File: src/rtl/mc_datapath.sv
// mc_datapath: parametrised multi-cycle datapath running the 3-bit-opcode
// rt/rs/imm instruction set through FETCH/DECODE/EXEC/MEM/WB. Instruction
// and data memories are external and use req/ack handshakes. HALT is sticky
// until reset.
//
// Ports
//   sysclk, sysrst_n          clock (rising edge), async active-low reset
//   imem_req/addr/ack/rdata   instruction fetch handshake, addr = pc
//   dmem_req/we/addr/wdata    data access request (we=1 store)
//   dmem_ack/rdata            data access completion, load data
//   halted                    core stopped in HALT
//   dbg_rsel/dbg_rdata        combinational debug register read
module mc_datapath #(
    parameter int unsigned DATA_W   = 8,
    parameter int unsigned REG_BITS = 1,
    parameter int unsigned IMM_W    = 3,
    parameter int unsigned PC_W     = 8,
    localparam int unsigned INSTR_W = 3 + 2 * REG_BITS + IMM_W
) (
    input  logic                sysclk,
    input  logic                sysrst_n,
    output logic                imem_req,
    output logic [PC_W-1:0]     imem_addr,
    input  logic                imem_ack,
    input  logic [INSTR_W-1:0]  imem_rdata,
    output logic                dmem_req,
    output logic                dmem_we,
    output logic [DATA_W-1:0]   dmem_addr,
    output logic [DATA_W-1:0]   dmem_wdata,
    input  logic                dmem_ack,
    input  logic [DATA_W-1:0]   dmem_rdata,
    output logic                halted,
    input  logic [REG_BITS-1:0] dbg_rsel,
    output logic [DATA_W-1:0]   dbg_rdata
);

    localparam int unsigned NREG = 1 << REG_BITS;

    localparam logic [2:0] OP_ADD  = 3'b000;
    localparam logic [2:0] OP_SUB  = 3'b001;
    localparam logic [2:0] OP_ADDI = 3'b010;
    localparam logic [2:0] OP_NAND = 3'b011;
    localparam logic [2:0] OP_LW   = 3'b100;
    localparam logic [2:0] OP_SW   = 3'b101;
    localparam logic [2:0] OP_BEQ  = 3'b110;
    localparam logic [2:0] OP_HALT = 3'b111;

    typedef enum logic [2:0] {
        S_FETCH  = 3'd0,
        S_DECODE = 3'd1,
        S_EXEC   = 3'd2,
        S_MEM    = 3'd3,
        S_WB     = 3'd4,
        S_HALT   = 3'd5
    } state_t;

    state_t                r_state;
    state_t                w_next;

    logic [PC_W-1:0]       r_pc;
    logic [INSTR_W-1:0]    r_ir;
    logic [DATA_W-1:0]     r_a;
    logic [DATA_W-1:0]     r_b;
    logic [DATA_W-1:0]     r_aluout;
    logic [DATA_W-1:0]     r_mdr;
    logic [DATA_W-1:0]     r_regs [NREG];

    logic                  r_imem_req;
    logic                  r_dmem_req;
    logic                  r_dmem_we;
    logic                  r_halted;

    logic                  w_imem_req_nxt;
    logic                  w_dmem_req_nxt;
    logic                  w_dmem_we_nxt;
    logic                  w_halted_nxt;

    logic [2:0]            w_op;
    logic [REG_BITS-1:0]   w_rt;
    logic [REG_BITS-1:0]   w_rs;
    logic [IMM_W-1:0]      w_imm;
    logic [DATA_W-1:0]     w_imm_d;
    logic [PC_W-1:0]       w_imm_pc;
    logic [DATA_W-1:0]     w_alu;
    logic                  w_iack;
    logic                  w_dack;

    // Instruction field decode and immediate sign extension
    assign w_op     = r_ir[INSTR_W-1 -: 3];
    assign w_rt     = r_ir[INSTR_W-4 -: REG_BITS];
    assign w_rs     = r_ir[IMM_W+REG_BITS-1 -: REG_BITS];
    assign w_imm    = r_ir[IMM_W-1:0];
    assign w_imm_d  = {{(DATA_W-IMM_W){w_imm[IMM_W-1]}}, w_imm};
    assign w_imm_pc = {{(PC_W-IMM_W){w_imm[IMM_W-1]}}, w_imm};

    // Acks only count while the matching request is actually driven
    assign w_iack = r_imem_req & imem_ack;
    assign w_dack = r_dmem_req & dmem_ack;

    // ALU; memory ops use B + sext(imm) as the effective address
    always_comb begin
        w_alu = '0;
        case (w_op)
            OP_ADD:       w_alu = r_a + r_b;
            OP_SUB:       w_alu = r_a - r_b;
            OP_ADDI:      w_alu = r_a + w_imm_d;
            OP_NAND:      w_alu = ~(r_a & r_b);
            OP_LW, OP_SW: w_alu = r_b + w_imm_d;
            default:      w_alu = '0;
        endcase
    end

    // State register
    always_ff @(posedge sysclk or negedge sysrst_n) begin
        if (!sysrst_n) begin
            r_state <= S_FETCH;
        end else begin
            r_state <= w_next;
        end
    end

    // Next-state logic
    always_comb begin
        w_next = r_state;
        case (r_state)
            S_FETCH:  if (w_iack) w_next = S_DECODE;
            S_DECODE: w_next = (w_op == OP_HALT) ? S_HALT : S_EXEC;
            S_EXEC: begin
                if (w_op == OP_BEQ)                        w_next = S_FETCH;
                else if (w_op == OP_LW || w_op == OP_SW)   w_next = S_MEM;
                else                                       w_next = S_WB;
            end
            S_MEM:    if (w_dack) w_next = (w_op == OP_LW) ? S_WB : S_FETCH;
            S_WB:     w_next = S_FETCH;
            S_HALT:   w_next = S_HALT;
            default:  w_next = S_FETCH;
        endcase
    end

    // Output logic: next values of the registered handshake/status outputs
    always_comb begin
        w_imem_req_nxt = 1'b0;
        w_dmem_req_nxt = 1'b0;
        w_dmem_we_nxt  = 1'b0;
        w_halted_nxt   = 1'b0;
        case (w_next)
            S_FETCH: w_imem_req_nxt = 1'b1;
            S_MEM: begin
                w_dmem_req_nxt = 1'b1;
                w_dmem_we_nxt  = (w_op == OP_SW);
            end
            S_HALT:  w_halted_nxt = 1'b1;
            default: ;
        endcase
    end

    // Output registers; after reset the FETCH request rises on the first edge
    always_ff @(posedge sysclk or negedge sysrst_n) begin
        if (!sysrst_n) begin
            r_imem_req <= 1'b0;
            r_dmem_req <= 1'b0;
            r_dmem_we  <= 1'b0;
            r_halted   <= 1'b0;
        end else begin
            r_imem_req <= w_imem_req_nxt;
            r_dmem_req <= w_dmem_req_nxt;
            r_dmem_we  <= w_dmem_we_nxt;
            r_halted   <= w_halted_nxt;
        end
    end

    // Datapath registers, register file written only in WB
    always_ff @(posedge sysclk or negedge sysrst_n) begin
        if (!sysrst_n) begin
            r_pc     <= '0;
            r_ir     <= '0;
            r_a      <= '0;
            r_b      <= '0;
            r_aluout <= '0;
            r_mdr    <= '0;
            for (int i = 0; i < NREG; i++) begin
                r_regs[i] <= '0;
            end
        end else begin
            case (r_state)
                S_FETCH: begin
                    if (w_iack) begin
                        r_ir <= imem_rdata;
                        r_pc <= r_pc + PC_W'(1);
                    end
                end
                S_DECODE: begin
                    r_a <= r_regs[w_rt];
                    r_b <= r_regs[w_rs];
                end
                S_EXEC: begin
                    r_aluout <= w_alu;
                    // pc already points past the branch
                    if (w_op == OP_BEQ && r_a == r_b) begin
                        r_pc <= r_pc + w_imm_pc;
                    end
                end
                S_MEM: begin
                    if (w_dack && w_op == OP_LW) begin
                        r_mdr <= dmem_rdata;
                    end
                end
                S_WB: begin
                    r_regs[w_rt] <= (w_op == OP_LW) ? r_mdr : r_aluout;
                end
                default: ;
            endcase
        end
    end

    assign imem_req   = r_imem_req;
    assign imem_addr  = r_pc;
    assign dmem_req   = r_dmem_req;
    assign dmem_we    = r_dmem_we;
    assign dmem_addr  = r_aluout;
    assign dmem_wdata = r_a;
    assign halted     = r_halted;
    assign dbg_rdata  = r_regs[dbg_rsel];

endmodule
File: config.mk
export PLATFORM = sky130hd
export DESIGN_NAME = mc_datapath
export DESIGN_NICKNAME = d
export VERILOG_FILES = /design/src/rtl/mc_datapath.sv
export SDC_FILE = /design/constraint.sdc
export NUM_CORES = 1
export LEC_CHECK = 0
export BUFFER_PORTS_ARGS = -buffer_cell sky130_fd_sc_hd__clkbuf_2
export CAP_MARGIN = 25
export CORE_UTILIZATION = 52
export DETAILED_ROUTE_END_ITERATION = 10
export PLACE_DENSITY = 0.74
export SETUP_SLACK_MARGIN = 0.5
export SYNTH_ARGS = -nofsm -noshare
export SYNTH_HDL_FRONTEND = slang
export SYNTH_SLANG_ARGS = --single-unit
File: constraint.sdc
create_clock -name sysclk -period 3.77 [get_ports sysclk]
set_input_delay 0.754 -clock sysclk [delete_from_list [all_inputs] [get_ports sysclk]]
set_output_delay 0.754 -clock sysclk [all_outputs]
set_load 0.02 [all_outputs]
# Word-level counts from Yosys, hierarchy flattened
# Index checks and enable logic that the tools add are counted.
# op_classes
mux	28
n_reduce_logical	12
bitwise_logic	7
magnitude_cmp	4
n_eq_ne	17
n_addsub	6
# ops
op	count
$mux 8	13
$pmux 8 s5	1
$add 8x8->8	4
$eq 3x3->1 const B	7
$mux 3	6
$bwmux 16	1
$pmux 8 s2	1
$eq 3x2->1 const B	5
$pmux 3 s5	1
$logic_not 3->1	3
$add 8x1->8 const B	1
$and 8x8->8	1
$demux 8 s1	1
$eq 8x8->1	1
$not 8->8	1
$sub 8x8->8	1
$eq 3x1->1 const B	2
$ge 2x2->1 const B	3
$not 1->2	3
$mux 1	4
$ne 2x2->1 const B	2
$reduce_and 2->1	2
$logic_and 1x1->1	3
$reduce_and 3->1	1
other kinds (5)	6
# totals
out_inout_bits	36
ff_bits	71

# Longest topological paths before layout
# depth
ltp_word	7
depth_mapped	14

# Worst setup path before layout
# No wires, ideal clock.
# synth_timing
kind	reg-to-reg
startpoint	register r_state[0]
endpoint	register r_pc[7], in the netlist imem_addr[7]
path_stages_with_launch	13
required_ns	3.690
arrival_ns	2.720
setup_ns	0.080
slack_ns	0.970
synth_period_minus_slack_ns	2.800
path_cell_list	dfrtp_1 > buf_2 > or3b_1 > buf_2 > clkbuf_1 > or2_2 > ha_1 > a21o_1 > a211oi_1 > nor2_1 > o41ai_1 > mux2i_1 > xnor2_1
# synth_via
elab_chain_len	3
# synth_lines
item	line_no	source
from (decl)	57	state_t r_state;
from (signal assigned)	118	r_state <= w_next;
$eq 3x2->1 / $logic_not 3->1 (equally long branches)	185	case (r_state)
$ne 2x2->1 (no line) / $reduce_bool 2->1 (equally long branches)	--	
$reduce_and 3->1 (no line)	--	
to (signal assigned)	189	r_pc <= r_pc + PC_W'(1);
to (signal assigned)	200	r_pc <= r_pc + w_imm_pc;
to (decl)	60	logic [PC_W-1:0] r_pc;
# Several ways; a longest one is shown, not always the timed one.
# A chain may end at the register's enable or synchronous reset.

# Final worst setup path
# layout_timing
startpoint	register r_state[0]
endpoint	register r_pc[6], in the netlist imem_addr[6]
# The elaborated chain is that of the path after synthesis.

==> summary.md <==
| Metric | Value |
|---|---|
| Synth warn | 0 |
| Async S/R FF share, synth | 100% |
| CTS sink count | 71 |
| Routed WL | 11.6 mm |
| HPWL Detailed | 8.68 mm |
| GRT Total Usage | between 20% and 30% |
| Worst-Skew Late Latency | around 0.36 ns |
| TritonCTS clock tree | yes |
| Fin nets | approximately 590 |
| Layout cells sized above 1 | around a fifth |
| R2r endpoint | imem_addr[6]$_DFFE_PN0P_ |
| Yosys top cell area share | 39.5% |
| Clk_skew | approximately 0.02 ns |
| Worst Path Max Fanout | 15 |
| Unrepaired setup endpoints after global routing | no |
| Crit path DAT | around 3.2 ns |
| Pin count of the biggest net entering global routing | 53 |
| Synth unique cells | 55 |
| TNS Setup | 0 ns |
| Final count of negative-setup-slack endpoints | 0 |
| Xor and xnor area share after synthesis | between 2 and 2.5% |
| Levels on crit path | 11 |
| Worst-case clock buffer depth | 2 |
| Vias in the first global route | 3,653 |
| # hold bufs at CTS | 0 |
| Root buf cell | clkbuf_8 |
| Resized Gates After CTS | 0 |
| Drt first pass iters | 6 |
| DRT iter0 DRCs | 370 |
| Top post-synthesis cells by count | dfrtp_1, nor2_1, a21oi_1, nand2_1 |
| CTS buffer count | 9 |
| Die area | around 9000 µm² |
| Mapped Area | roughly 4500 µm² |
| Multi-input gate area | 2540 µm² |
| Seq/Total Area, Yosys | roughly 40% |
| Most used cell, CP | o21ai_0 |
| Worst Path Required | 4.02 ns |
| CP Capture Type | register |
| R2R Setup Slk | approximately 0.8 ns |
| Initial antenna violation count | 0 |
| Core Footprint | 8300 µm² |
| Fin. Hold Viols | 0 |
| CP peak stage delay | 0.61 ns |
| Ant diodes | 0 |
| Post-Synth Adder-Cell Area | 9.84% |
| IO Pins | 57 |
| Area leader, netlist | dfrtp_1 |
| Cell with the most instances after synthesis | dfrtp_1 |
| Post-route ant nets | 0 |
| Minimum clock period | between 2 and 3 ns |
| Slowest CP cell | or3b_1 |
| Mean Syn Cell Area | just over 9 µm² |
| Main synth FF type | dfrtp_1 |
| Die Height | between 90 and 100 µm |
| Routed len/inst | approximately 18 µm |
| Worst setup path class | reg -> reg |
| Initial core utilization | between 50% and 60% |
| Crit path max-delay family | simple AND/OR/NAND/NOR gates |
| R2R depth | 11 |
| Relative slew margins | about 42% |
| Via count | approximately 3.8k |
| HP Class | in -> async |
| Measured slew at the worst slew-check pin | roughly 0.88 ns |
| Main area contributors after synthesis | dfrtp_1, ha_1, mux2i_1 |
| First-pass GRT wire length | 18.4 mm |
| Crit start category | register |
| Synth Area in Compound Gates | between 10% and 20% |
| Crit path buf inv count | 1 |
| Multiplexer share of the synthesized area | around an eighth |
| Rows | 33 |
| Worst-path clk slew | 0.10 ns |
| # Post-CTS Setup Buffers | 0 |
| Die X-Extent | approximately 95 µm |
| CP Cell Sequence | or3b_1 -> or2_2 -> ha_1 -> inv_1 -> fa_1 -> nor2b_1 -> o21ai_0 -> a21boi_0 -> o21ai_0 -> nor3b_1 -> o31ai_1 |
| Largest family of logic cells by synthesized area | compound AO/OA/AOI/OAI gates |
| Final Max Tran Viols | 0 |
| CP Capture Point | imem_addr[6]$_DFFE_PN0P_ |
| I/O Buffers | 56 |
| Post-Synth Simple-Gate Area | 15.4% |
| Crit. Startpoint | r_state[0]$_DFF_PN0_ |
| Syn nets | about 540 |
| Peak Freq | approximately 0.34 GHz |
| Post-synth EDFFs | 0 |
| Filler Cell Count | ~730 |
| Reg2reg start | r_state[0]$_DFF_PN0_ |
| Maxcap violations | 0 |
| Fin crit share | between 70% and 80% |
| Area growth syn-to-layout | 13.3% |
| Status | finished, final reports clean |
| FF+latch area | 1780 µm² |
| DRC Markers | 0 |
| CTS H-tree lvls | 3 |
| Final GP Congestion | approximately 0.97 |
| #FFs+latches synth | 71 |
| Vias per inst | around 6.0 |
| Congestion Overflow GR | 0 |
| Mapped Cells | a little under 500 |
==> metal layers <==
| layer | part of all wire, % | vias up | routed length [µm] | track usage [%] |
|---|---|---|---|---|
| met3 | 3.8 | 22 | 440 | 4.23 |
| met2 | 49 | 113 | 5740 | 45.5 |
| met4 | 2.6 | 0 | 302 | 9.85 |
| met5 | 0 | - | 0 | 0 |
| li1 | - | 1806 | - | - |
| met1 | 44 | 1880 | 5120 | 36.1 |
==> metrics by stage <==
step	worst slack (ns)	instance area (µm²)	std cells	util, %	hold WS, ns
after global routing	0.552	5100	642	61.4	0.362
after floorplan	0.970	4500	481	-	0.458
after detailed placement	0.821	4890	626	58.9	0.486
after global placement	0.919	4870	625	58.7	0.478
after CTS	0.809	5100	642	61.4	0.344
final	0.786	5100	642	61.4	0.337
==> flip-flops by register name, indices dropped and copies added (netlist names) <==
name,cells
dmem_addr,8
dmem_req,1
dmem_wdata,8
dmem_we,1
halted,1
imem_addr,8
imem_req,1
r_b,8
r_ir,8
r_mdr,8
r_regs,16
r_state,3
==> worst register-to-register path, cell delays in order, from the launching register on <==
cell and delay (ns):
dfrtp_1 0.48, or3b_1 0.61, or2_2 0.37, ha_1 0.19, inv_1 0.07, fa_1 0.20, nor2b_1 0.06, o21ai_0 0.19
a21boi_0 0.15, o21ai_0 0.22, nor3b_1 0.25, o31ai_1 0.09
==> worst min-delay path by stage <==
stage / cells after the start / slack (ns) / to / start
6_report: 1 / 0.34 / r_ir[6]$_DFFE_PN0P_ / sysrst_n
5_1_grt: 1 / 0.36 / imem_addr[0]$_DFFE_PN0P_ / sysrst_n
4_1_cts: 1 / 0.34 / r_ir[6]$_DFFE_PN0P_ / sysrst_n
3_5_place_dp: 1 / 0.49 / imem_addr[7]$_DFFE_PN0P_ / imem_addr[7]$_DFFE_PN0P_
3_3_place_gp: 1 / 0.48 / imem_addr[7]$_DFFE_PN0P_ / imem_addr[7]$_DFFE_PN0P_
2_1_floorplan: 0 / 0.46 / dmem_addr[0]$_DFFE_PN0N_ / sysrst_n
==> cell type report <==
class / instances / area share, %
Sequential cell: 71 / 34.8
Clock buffer: 9 / 2.43
Timing Repair Buffer: 63 / 6.67
Tap cell: 105 / 2.58
Inverter: 26 / 1.91
Multi-Input combinational cell: 361 / 49.9
Clock inverter: 7 / 1.67
==> layout by cell type (no fill, tap or decap), types with 3 or more instances in the layout <==
| cell type | netlist | final |
|---|---|---|
| nor2_1 | 63 | 62 |
| a21oi_1 | 52 | 52 |
| mux2i_1 | 29 | 29 |
| fa_1 | 4 | 4 |
| or3_1 | 5 | 5 |
| dfrtp_1 | 71 | 71 |
| clkbuf_8 | 0 | 9 |
| a21o_1 | 3 | 3 |
| a31oi_1 | 4 | 4 |
| nand2_1 | 32 | 32 |
| xnor2_1 | 6 | 6 |
| mux2_2 | 25 | 25 |
| clkbuf_2 | 0 | 55 |
| o211ai_1 | 3 | 3 |
| xor2_1 | 6 | 6 |
| buf_4 | 0 | 6 |
| o21ai_0 | 26 | 26 |
| a21boi_0 | 3 | 3 |
| nor2b_1 | 5 | 5 |
| o21ai_1 | 4 | 4 |
| inv_1 | 26 | 26 |
| nor3_1 | 5 | 5 |
| nand3_1 | 8 | 8 |
| nand2b_1 | 4 | 4 |
| o31ai_1 | 4 | 4 |
| ha_1 | 29 | 29 |
==> kinds of logic after synthesis <==
family,after synthesis
buf+inv,49
simple gates,143
fa+ha+maj,33
mux,55
flops,71
xor+xnor,12
compound gates,118
Power is not shown: default switching activity piles up to over one toggle a cycle in this logic, so the estimate is an artifact.
